## src/rtl/ii_pkg.sv

```systemverilog
// Shared constants, eot field type and output-width helper for the integral-image stage.
package ii_pkg;

   localparam int unsigned EOT_ROW = 0;
   localparam int unsigned EOT_WIN = 1;

   typedef logic [1:0] eot_t;

   // Minimum accumulator width that holds a full window of maximum-valued pixels.
   function automatic int unsigned ii_width(input int unsigned w_data,
                                            input int unsigned fw,
                                            input int unsigned fh);
      return w_data + $clog2(fw * fh);
   endfunction

endpackage

```

## src/rtl/integral_image_gen_if.sv

```systemverilog
// Pixel-in / integral-out stream bundle; master drives pixels and downstream ready.
interface integral_image_gen_if
   import ii_pkg::*;
#(
   parameter int unsigned W_DATA = 8,
   parameter int unsigned W_II   = 18
) ();

   logic              din_valid;
   logic              din_ready;
   logic [W_DATA-1:0] din_data;
   eot_t              din_eot;
   logic              dout_valid;
   logic              dout_ready;
   logic [W_II-1:0]   dout_data;
   eot_t              dout_eot;

   modport master (
      output din_valid, din_data, din_eot, dout_ready,
      input  din_ready, dout_valid, dout_data, dout_eot
   );

   modport slave (
      input  din_valid, din_data, din_eot, dout_ready,
      output din_ready, dout_valid, dout_data, dout_eot
   );

endinterface

```

## src/rtl/ii_line_buf.sv

```systemverilog
// Previous-row integral values: one synchronous write port, one combinational read port, no reset.
module ii_line_buf #(
   parameter int unsigned DEPTH = 24,
   parameter int unsigned WIDTH = 18,
   parameter int unsigned AW    = 5
) (
   input  logic             clk,
   input  logic             we,
   input  logic [AW-1:0]    waddr,
   input  logic [WIDTH-1:0] wdata,
   input  logic [AW-1:0]    raddr,
   output logic [WIDTH-1:0] rdata
);

   logic [WIDTH-1:0] mem_q [DEPTH];

   always_ff @(posedge clk) begin
      if (we) begin
         mem_q[waddr] <= wdata;
      end
   end

   assign rdata = mem_q[raddr];

endmodule

```

## src/rtl/integral_image_gen.sv

```systemverilog
// Streaming integral image: row running sum plus previous row's integral from the line buffer.
module integral_image_gen
   import ii_pkg::*;
#(
   parameter int unsigned FEATURE_WIDTH  = 24,
   parameter int unsigned FEATURE_HEIGHT = 24,
   parameter int unsigned W_DATA         = 8,
   parameter int unsigned W_II           = 18
) (
   input  logic                 clk,
   input  logic                 rst,
   integral_image_gen_if.slave  bus,
   output logic                 err
);

   localparam int unsigned XW = (FEATURE_WIDTH > 1) ? $clog2(FEATURE_WIDTH) : 1;
   localparam logic [XW-1:0] X_LAST = XW'(FEATURE_WIDTH - 1);

   if (W_II < ii_width(W_DATA, FEATURE_WIDTH, FEATURE_HEIGHT)) begin : g_w_ii_chk
      $error("integral_image_gen: W_II too narrow for window size");
   end

   logic [XW-1:0]   x_q, x_d;
   logic [W_II-1:0] row_sum_q, row_sum_d;
   logic            first_row_q, first_row_d;
   logic            dout_valid_q, dout_valid_d;
   logic [W_II-1:0] dout_data_q, dout_data_d;
   eot_t            dout_eot_q, dout_eot_d;
   logic            err_q, err_d;

   logic            din_ready;
   logic            in_hs;
   logic            out_hs;
   logic [W_II-1:0] rs;
   logic [W_II-1:0] ii_sum;
   logic [W_II-1:0] line_rd;

   assign din_ready = !dout_valid_q || bus.dout_ready;
   assign in_hs     = bus.din_valid && din_ready;
   assign out_hs    = dout_valid_q && bus.dout_ready;

   ii_line_buf #(
      .DEPTH (FEATURE_WIDTH),
      .WIDTH (W_II),
      .AW    (XW)
   ) u_line_buf (
      .clk   (clk),
      .we    (in_hs),
      .waddr (x_q),
      .wdata (ii_sum),
      .raddr (x_q),
      .rdata (line_rd)
   );

   always_comb begin
      x_d          = x_q;
      row_sum_d    = row_sum_q;
      first_row_d  = first_row_q;
      dout_valid_d = dout_valid_q;
      dout_data_d  = dout_data_q;
      dout_eot_d   = dout_eot_q;
      err_d        = err_q;

      rs     = ((x_q == '0) ? '0 : row_sum_q) + W_II'(bus.din_data);
      ii_sum = rs + (first_row_q ? '0 : line_rd);

      if (in_hs) begin
         row_sum_d    = rs;
         dout_data_d  = ii_sum;
         dout_eot_d   = bus.din_eot;
         dout_valid_d = 1'b1;

         // Window end wins over row end; a missing row marker at the last column wraps x.
         if (bus.din_eot[EOT_WIN]) begin
            x_d         = '0;
            first_row_d = 1'b1;
         end else if (bus.din_eot[EOT_ROW]) begin
            x_d         = '0;
            first_row_d = 1'b0;
         end else if (x_q == X_LAST) begin
            x_d = '0;
         end else begin
            x_d = x_q + 1'b1;
         end

         if ((x_q == X_LAST && !bus.din_eot[EOT_ROW]) ||
             (bus.din_eot[EOT_WIN] && !bus.din_eot[EOT_ROW])) begin
            err_d = 1'b1;
         end
      end else if (out_hs) begin
         dout_valid_d = 1'b0;
      end
   end

   always_ff @(posedge clk) begin
      if (rst) begin
         x_q          <= '0;
         row_sum_q    <= '0;
         first_row_q  <= 1'b1;
         dout_valid_q <= 1'b0;
         dout_data_q  <= '0;
         dout_eot_q   <= '0;
         err_q        <= 1'b0;
      end else begin
         x_q          <= x_d;
         row_sum_q    <= row_sum_d;
         first_row_q  <= first_row_d;
         dout_valid_q <= dout_valid_d;
         dout_data_q  <= dout_data_d;
         dout_eot_q   <= dout_eot_d;
         err_q        <= err_d;
      end
   end

   assign bus.din_ready  = din_ready;
   assign bus.dout_valid = dout_valid_q;
   assign bus.dout_data  = dout_data_q;
   assign bus.dout_eot   = dout_eot_q;
   assign err            = err_q;

endmodule

```

## src/flat_wrapper.sv

```systemverilog
// flat-port wrapper written by rule: the top's interface ports become plain ports
module integral_image_gen_flat import ii_pkg::*;
#(
   parameter int unsigned FEATURE_WIDTH  = 24,
   parameter int unsigned FEATURE_HEIGHT = 24,
   parameter int unsigned W_DATA         = 8,
   parameter int unsigned W_II           = 18
)
  (clk, rst, err, bus_din_valid, bus_din_data, bus_din_eot, bus_dout_ready, bus_din_ready, bus_dout_valid, bus_dout_data, bus_dout_eot);
  integral_image_gen_if #(.W_DATA(W_DATA), .W_II(W_II)) bus_i ();
  input  logic clk;
  input  logic rst;
  output logic err;
  input wire logic [$bits(bus_i.din_valid)-1:0] bus_din_valid;
  input wire logic [$bits(bus_i.din_data)-1:0] bus_din_data;
  input wire logic [$bits(bus_i.din_eot)-1:0] bus_din_eot;
  input wire logic [$bits(bus_i.dout_ready)-1:0] bus_dout_ready;
  output wire logic [$bits(bus_i.din_ready)-1:0] bus_din_ready;
  output wire logic [$bits(bus_i.dout_valid)-1:0] bus_dout_valid;
  output wire logic [$bits(bus_i.dout_data)-1:0] bus_dout_data;
  output wire logic [$bits(bus_i.dout_eot)-1:0] bus_dout_eot;
  assign bus_i.din_valid = bus_din_valid;
  assign bus_i.din_data = bus_din_data;
  assign bus_i.din_eot = bus_din_eot;
  assign bus_i.dout_ready = bus_dout_ready;
  assign bus_din_ready = bus_i.din_ready;
  assign bus_dout_valid = bus_i.dout_valid;
  assign bus_dout_data = bus_i.dout_data;
  assign bus_dout_eot = bus_i.dout_eot;
  integral_image_gen #(.FEATURE_WIDTH(FEATURE_WIDTH), .FEATURE_HEIGHT(FEATURE_HEIGHT), .W_DATA(W_DATA), .W_II(W_II)) u_core (.clk(clk), .rst(rst), .bus(bus_i), .err(err));
endmodule
```

## config.mk

```make
export PLATFORM = sky130hd
export DESIGN_NAME = integral_image_gen_flat
export DESIGN_NICKNAME = d
export VERILOG_FILES = /design/src/rtl/ii_pkg.sv /design/src/rtl/integral_image_gen_if.sv /design/src/rtl/ii_line_buf.sv /design/src/rtl/integral_image_gen.sv /design/src/flat_wrapper.sv
export SDC_FILE = /design/constraint.sdc
export NUM_CORES = 1
export LEC_CHECK = 0
export BUFFER_PORTS_ARGS = -buffer_cell sky130_fd_sc_hd__buf_2
export CAP_MARGIN = 20
export CORE_ASPECT_RATIO = 0.6
export CORE_UTILIZATION = 53
export CTS_CLUSTER_DIAMETER = 120
export DETAILED_ROUTE_END_ITERATION = 16
export PLACE_DENSITY = 0.69
export SETUP_SLACK_MARGIN = 0.05
export SLEW_MARGIN = 20
export SYNTH_ARGS = -nofsm -noshare
export SYNTH_HDL_FRONTEND = slang
export SYNTH_SLANG_ARGS = --single-unit
```

## constraint.sdc

```tcl
create_clock -name clk -period 7.3 [get_ports clk]
set_clock_uncertainty 0.1 [all_clocks]
set_input_delay 0.365 -clock clk [delete_from_list [all_inputs] [get_ports clk]]
set_output_delay 0.365 -clock clk [all_outputs]
set_load 0.05 [all_outputs]
```

Word-level counts from Yosys, hierarchy flattened
Memory sizes are Yosys's and may differ from the RTL's. A register that Yosys moved wholly into a read port is not among the register bits.
Index checks and enable logic that the tools add are counted.

word-level totals
  memory bits (writable) = 432
  input bits = 14
  output and inout bits = 23
  flip-flop bits (word level) = 46
  memories kept = 1
  logic and storage cells = 38

operators by class
  $add $sub $neg = 3
  eq/ne operators = 1
  reductions and logical operators = 13
  mux-type cells = 13

memories
  name                     depth  width  read ports  clocked after Yosys merged registers in  wr ports  RTL line           RTL
  u_core.u_line_buf.mem_q  24     18     1           1                                        1         ii_line_buf.sv:15  logic [WIDTH-1:0] mem_q [DEPTH];

operators by type and width
  cell                                          count
  two-way mux 18 bit                            2
  two-way mux 5 bit                             5
  adder 18 bit                                  1
  adder 18 x 8 -> 18 bit                        1
  two-way mux 1 bit                             6
  adder 5 x 1 -> 5 bit (second input constant)  1
  equality test 5 bit (second input constant)   1
  logical NOT 5 bit                             1
  logical AND 1 bit                             4
  AND reduction 2 bit                           2
  nonzero test 2 bit                            2
  logical NOT 1 bit                             2
  logical OR 1 bit                              2

Depth between registers and ports, before layout
  depth after elaboration = 6
  mapped depth = 22
  gate-level depth less buffers = 21

Cells and area by module
A second synthesis with hierarchy kept.

second synthesis, totals
  cells, all modules = 1247
  area total of the unflattened synthesis = 20196.9 um^2

by module, submodules not included
  module              area each (um^2)  seq. area each (um^2)  times used  cells each
  ii_line_buf         16718.5           12972.4                1           790
  integral_image_gen  3478.3            920.9                  1           457

Worst setup path before layout
OpenSTA, ideal clock, no wires.

  path kind = register -> register
  from = register u_core.x_q[0]
  to = memory u_core.u_line_buf.mem_q[0][17] (data pin)
  library setup time = 0.342 ns
  stages on the path, launching flop included = 23
  data arrival time = 5.444 ns
  required time = 6.858 ns
  clock period less this slack = 5.886 ns
  path slack = 1.414 ns
  buffers on the path = 1
  cell sequence = dfxtp_1 inv_1 ha_1 nor4b_2 clkbuf_1 nor2b_1 ha_1 fa_1 a21o_1 a21oi_1 o21bai_1 a2111o_1 nand4_1 xor2_1 nor2_1 ha_1 and3_1 and3_1 nand4_1 a21oi_1 nor2_1 xnor2_1 xnor2_1

between the ends
  word-level cells in the longest chain between the ends = 4

RTL lines
  what                         RTL line                   RTL
  from (decl)                  integral_image_gen.sv:23   logic [XW-1:0] x_q, x_d;
  from (signal assigned)       integral_image_gen.sv:97   x_q <= '0;
  from (signal assigned)       integral_image_gen.sv:105  x_q <= x_d;
  logical NOT 5 bit            integral_image_gen.sv:64   rs = ((x_q == '0) ? '0 : row_sum_q) + W_II'(bus.din_data);
  two-way mux 18 bit           integral_image_gen.sv:64
  adder 18 x 8 -> 18 bit       integral_image_gen.sv:64
  named net u_core.rs[10]      integral_image_gen.sv:34   logic [W_II-1:0] rs;
  adder 18 bit                 integral_image_gen.sv:65   ii_sum = rs + (first_row_q ? '0 : line_rd);
  named net u_core.ii_sum[17]  integral_image_gen.sv:35   logic [W_II-1:0] ii_sum;
  to (decl)                    ii_line_buf.sv:15

The timed path passes the listed nets, and every way through them passes these cells.

Final worst setup path
  from = register u_core.x_q[0]
  to = memory u_core.u_line_buf.mem_q[17][16] (data pin)

Same word-level chain as after synthesis.

==> run_results.csv <==
group,metric,value,unit
cts,clockRootBuffer,"clkbuf_16",
place,dp.cells,1627,
synth,synthCells,1108,
power,p_per_area,259,nW/um^2
route,drt_iter0_drc,1281,
grt,overflow,0,
power,vdd_drop_max,0.232,mV
timing,slew_violations,0,
place,placed_cell_area,20900,um^2
grt,grt_pass1_wl,67400,um
layout,area_growth_syn_to_layout,12.2,%
worst_hold_path,hp-class,"primary input to flip-flop",
floorplanning,rows,54,
synth,synth_edf_count,432,
grt,grt_pass1_vias,10331,
timing,period_needed,6350,ps
synth,ys.flop_type,"edfxtp_1",
cts,cts_tree,"yes",
timing,setup_ws,953,ps
run_status,status,"finished clean",
layout,fill_cells,2678,
cts,hold_buffers,3,
critical_path,max_stage_delay,850,ps
synth,netlist_top_cells_area,"edfxtp_1 65%, mux4_2 14%, dfxtp_1 5.1%, ha_1 1.8%, nand2_1 1.5%",
synth,synth_top_area_cell,"edfxtp_1",
floorplanning,initial_utilization,54.3,%
synth,ys_seq_elements,483,
grt,grt_max_degree,59,
floorplanning,io-pin-count,37,
critical_path,cp.required,7390,ps
critical_path,critical_path.slowest_cell,"xnor2_2",
layout,layout.nets,1216,
cts,clock_latency,560,ps
timing,clock.fmax,158,MHz
synth,yosysSeqAreaShare,70.4,%
cts,post_cts_buffers,0,
cts,cts-htree-levels,2,
power,power.leakage,7.28,nW
route,routed_wl,46000,um
timing,hold_viol_final,0,
timing,finalSetupTns,0,ps
critical_path,endpoint_kind,"flip-flop",
critical_path,reg2reg_setup_slack,950,ps
layout,post-route-util,60.9,%
synth,synth.most_common_cell,"edfxtp_1",
grt,grt_use_total,24.5,%
synth,syn_area,19900,um^2
cts,cts_buffers,42,
critical_path,crit_family,"compound AO/OA/AOI/OAI gates",
place,port_buffers,36,
critical_path,crit_chain,"inv_1 > ha_1 > nor4b_2 > buf_4 > nor2b_1 > ha_1 > fa_1 > a21o_1 > a21oi_1 > o21bai_1 > a2111o_1 > nand4_1 > xor2_1 > nor2_1 > ha_1 > and3_1 > nand2_1 > o31ai_1 > a31oi_1 > xnor2_2",
timing,setup_violations,0,
place,gp_congestion,0.885,
grt,antenna_found_initial,0,
route,vias,10654,
synth,synth_commonest_cells,"432 x edfxtp_1, 126 x mux4_2, 81 x nand2_1",
timing,min_period_over_period,86.9,%
place,hpwl,26200,um
cts,clk_pin_slew_worst_paths,70,ps
synth,synthesis.nets,1153,
job,drv_cap,0,
timing,maxSlewHeadroom,29.3,%
layout,n_antenna_cell,0,
critical_path,critPathKind,"flip-flop to flip-flop",
critical_path,critPathMaxFanout,25,
power,p_total,5.77,mW
route,viasPerCell,6.25,
critical_path,crit_top_cell,"ha_1",
timing,hold_ws,76.5,ps
critical_path,startpoint_type,"flip-flop",
route,wire_per_inst,27.0,um
synth,yosysWarnings,0,
route,drt_drc_violations_left,0,
timing,rsz0062_at_grt,"false",
floorplanning,die-area,38300,um^2
synth,synthArstFlopShare,0,%
place,post-place-ws,1140,ps
route,antenna_left,0,
synth,synth_cell_types,54,
synth,syn_avg_cell_area,17.9,um^2
floorplanning,die_w,252,um
synth,netlist.area_leader.share,65.3,%
floorplanning,die_y,152,um
timing,tightest_slew,1060,ps
route,drt_pass1_iterations,5,
cts,cts_resized,0,
floorplanning,core,36600,um^2
layout,design_area,22300,um^2
cts,cts_sinks,483,
critical_path,cp_num_buf_inv,2,
cts,cts.path.max_buffers,3,
layout,drive_gt1_share,24.3,%
critical_path,crit_arrival,6440,ps
layout,stdcell_count,1705,
final timing paths:
check                                  startpoint                                   endpoint  depth (start not counted)
max reg2reg            u_core.x_q[0]$_SDFFE_PP0P_  u_core.u_line_buf.mem_q[17][16]$_DFFE_PP_                         20
min                                bus_dout_ready         u_core.bus.dout_valid$_SDFFE_PP0P_                          3
max                    u_core.x_q[0]$_SDFFE_PP0P_  u_core.u_line_buf.mem_q[17][16]$_DFFE_PP_                         20
min reg2reg  u_core.bus.dout_data[8]$_SDFFE_PP0P_       u_core.bus.dout_data[8]$_SDFFE_PP0P_                          2
state kept, by name (all words and copies together) (netlist names), named ones only:
register                 flops
u_core.x_q                   5
u_core.bus.dout_data        18
u_core.bus.dout_eot          2
u_core.bus.dout_valid        1
u_core.err                   1
u_core.first_row_q           1
u_core.u_line_buf.mem_q    432
u_core.row_sum_q            18
power by group:
part / switching [mW] / internal, mW / total (mW)
sequential: 0.0259 / 3.09 / 3.11
combinational: 0.266 / 0.163 / 0.429
clock: 0.976 / 1.26 / 2.23
total: 1.27 / 4.50 / 5.77
metal layers:
layer  GRT usage [%]  part of all wire [%]  vias to the layer above
met4            5.45                   1.8                        0
met2            36.5                    45                      455
met1            37.2                    44                     5554
li1                -                     -                     4576
met5               0                     0                        -
met3            5.47                   8.5                       69
cells by family after synthesis:
| kind of cell | synth area share, % |
|---|---|
| adder cells (fa/ha/maj) | 2.03 |
| AO/OA/AOI/OAI | 4.33 |
| AND/OR/NAND/NOR | 5.16 |
| XOR/XNOR | 1.41 |
| buffers and inverters | 1.34 |
| flip-flops | 70.4 |
| multiplexers | 15.3 |
worst reg2reg max path, stage by stage, from the launching register on:
cell	delay, ps
dfxtp_1	370
inv_1	100
ha_1	200
nor4b_2	220
buf_4	270
nor2b_1	70
ha_1	240
fa_1	450
a21o_1	190
a21oi_1	230
o21bai_1	130
a2111o_1	490
nand4_1	340
xor2_1	180
nor2_1	60
ha_1	390
and3_1	220
nand2_1	70
o31ai_1	540
a31oi_1	260
xnor2_2	850
final cells by class:
| cell class | count | area, um^2 | share of cell area, % |
|---|---|---|---|
| sequential | 483 | 14000 | 62.8 |
| multi-input combinational | 563 | 5760 | 25.8 |
| clock buffer | 54 | 1180 | 5.31 |
| tap | 504 | 631 | 2.83 |
| timing repair buffer | 73 | 510 | 2.29 |
| clock inverter | 20 | 179 | 0.802 |
| inverter | 8 | 30.0 | 0.135 |
placed cells by master (no fill, tap or decap), types with 10 or more instances in the layout:
master / count
mux2i_1: 20
dfxtp_1: 48
a21oi_1: 45
a21o_1: 11
mux4_2: 126
xnor2_1: 13
buf_4: 29
xor2_1: 12
nor2_1: 50
nor3_1: 10
buf_2: 36
nor2_4: 11
ha_1: 29
a211oi_1: 23
nand3_1: 10
clkbuf_16: 45
nand2_1: 80
nor2b_1: 10
edfxtp_1: 432
(Power assumes the default switching activity.)
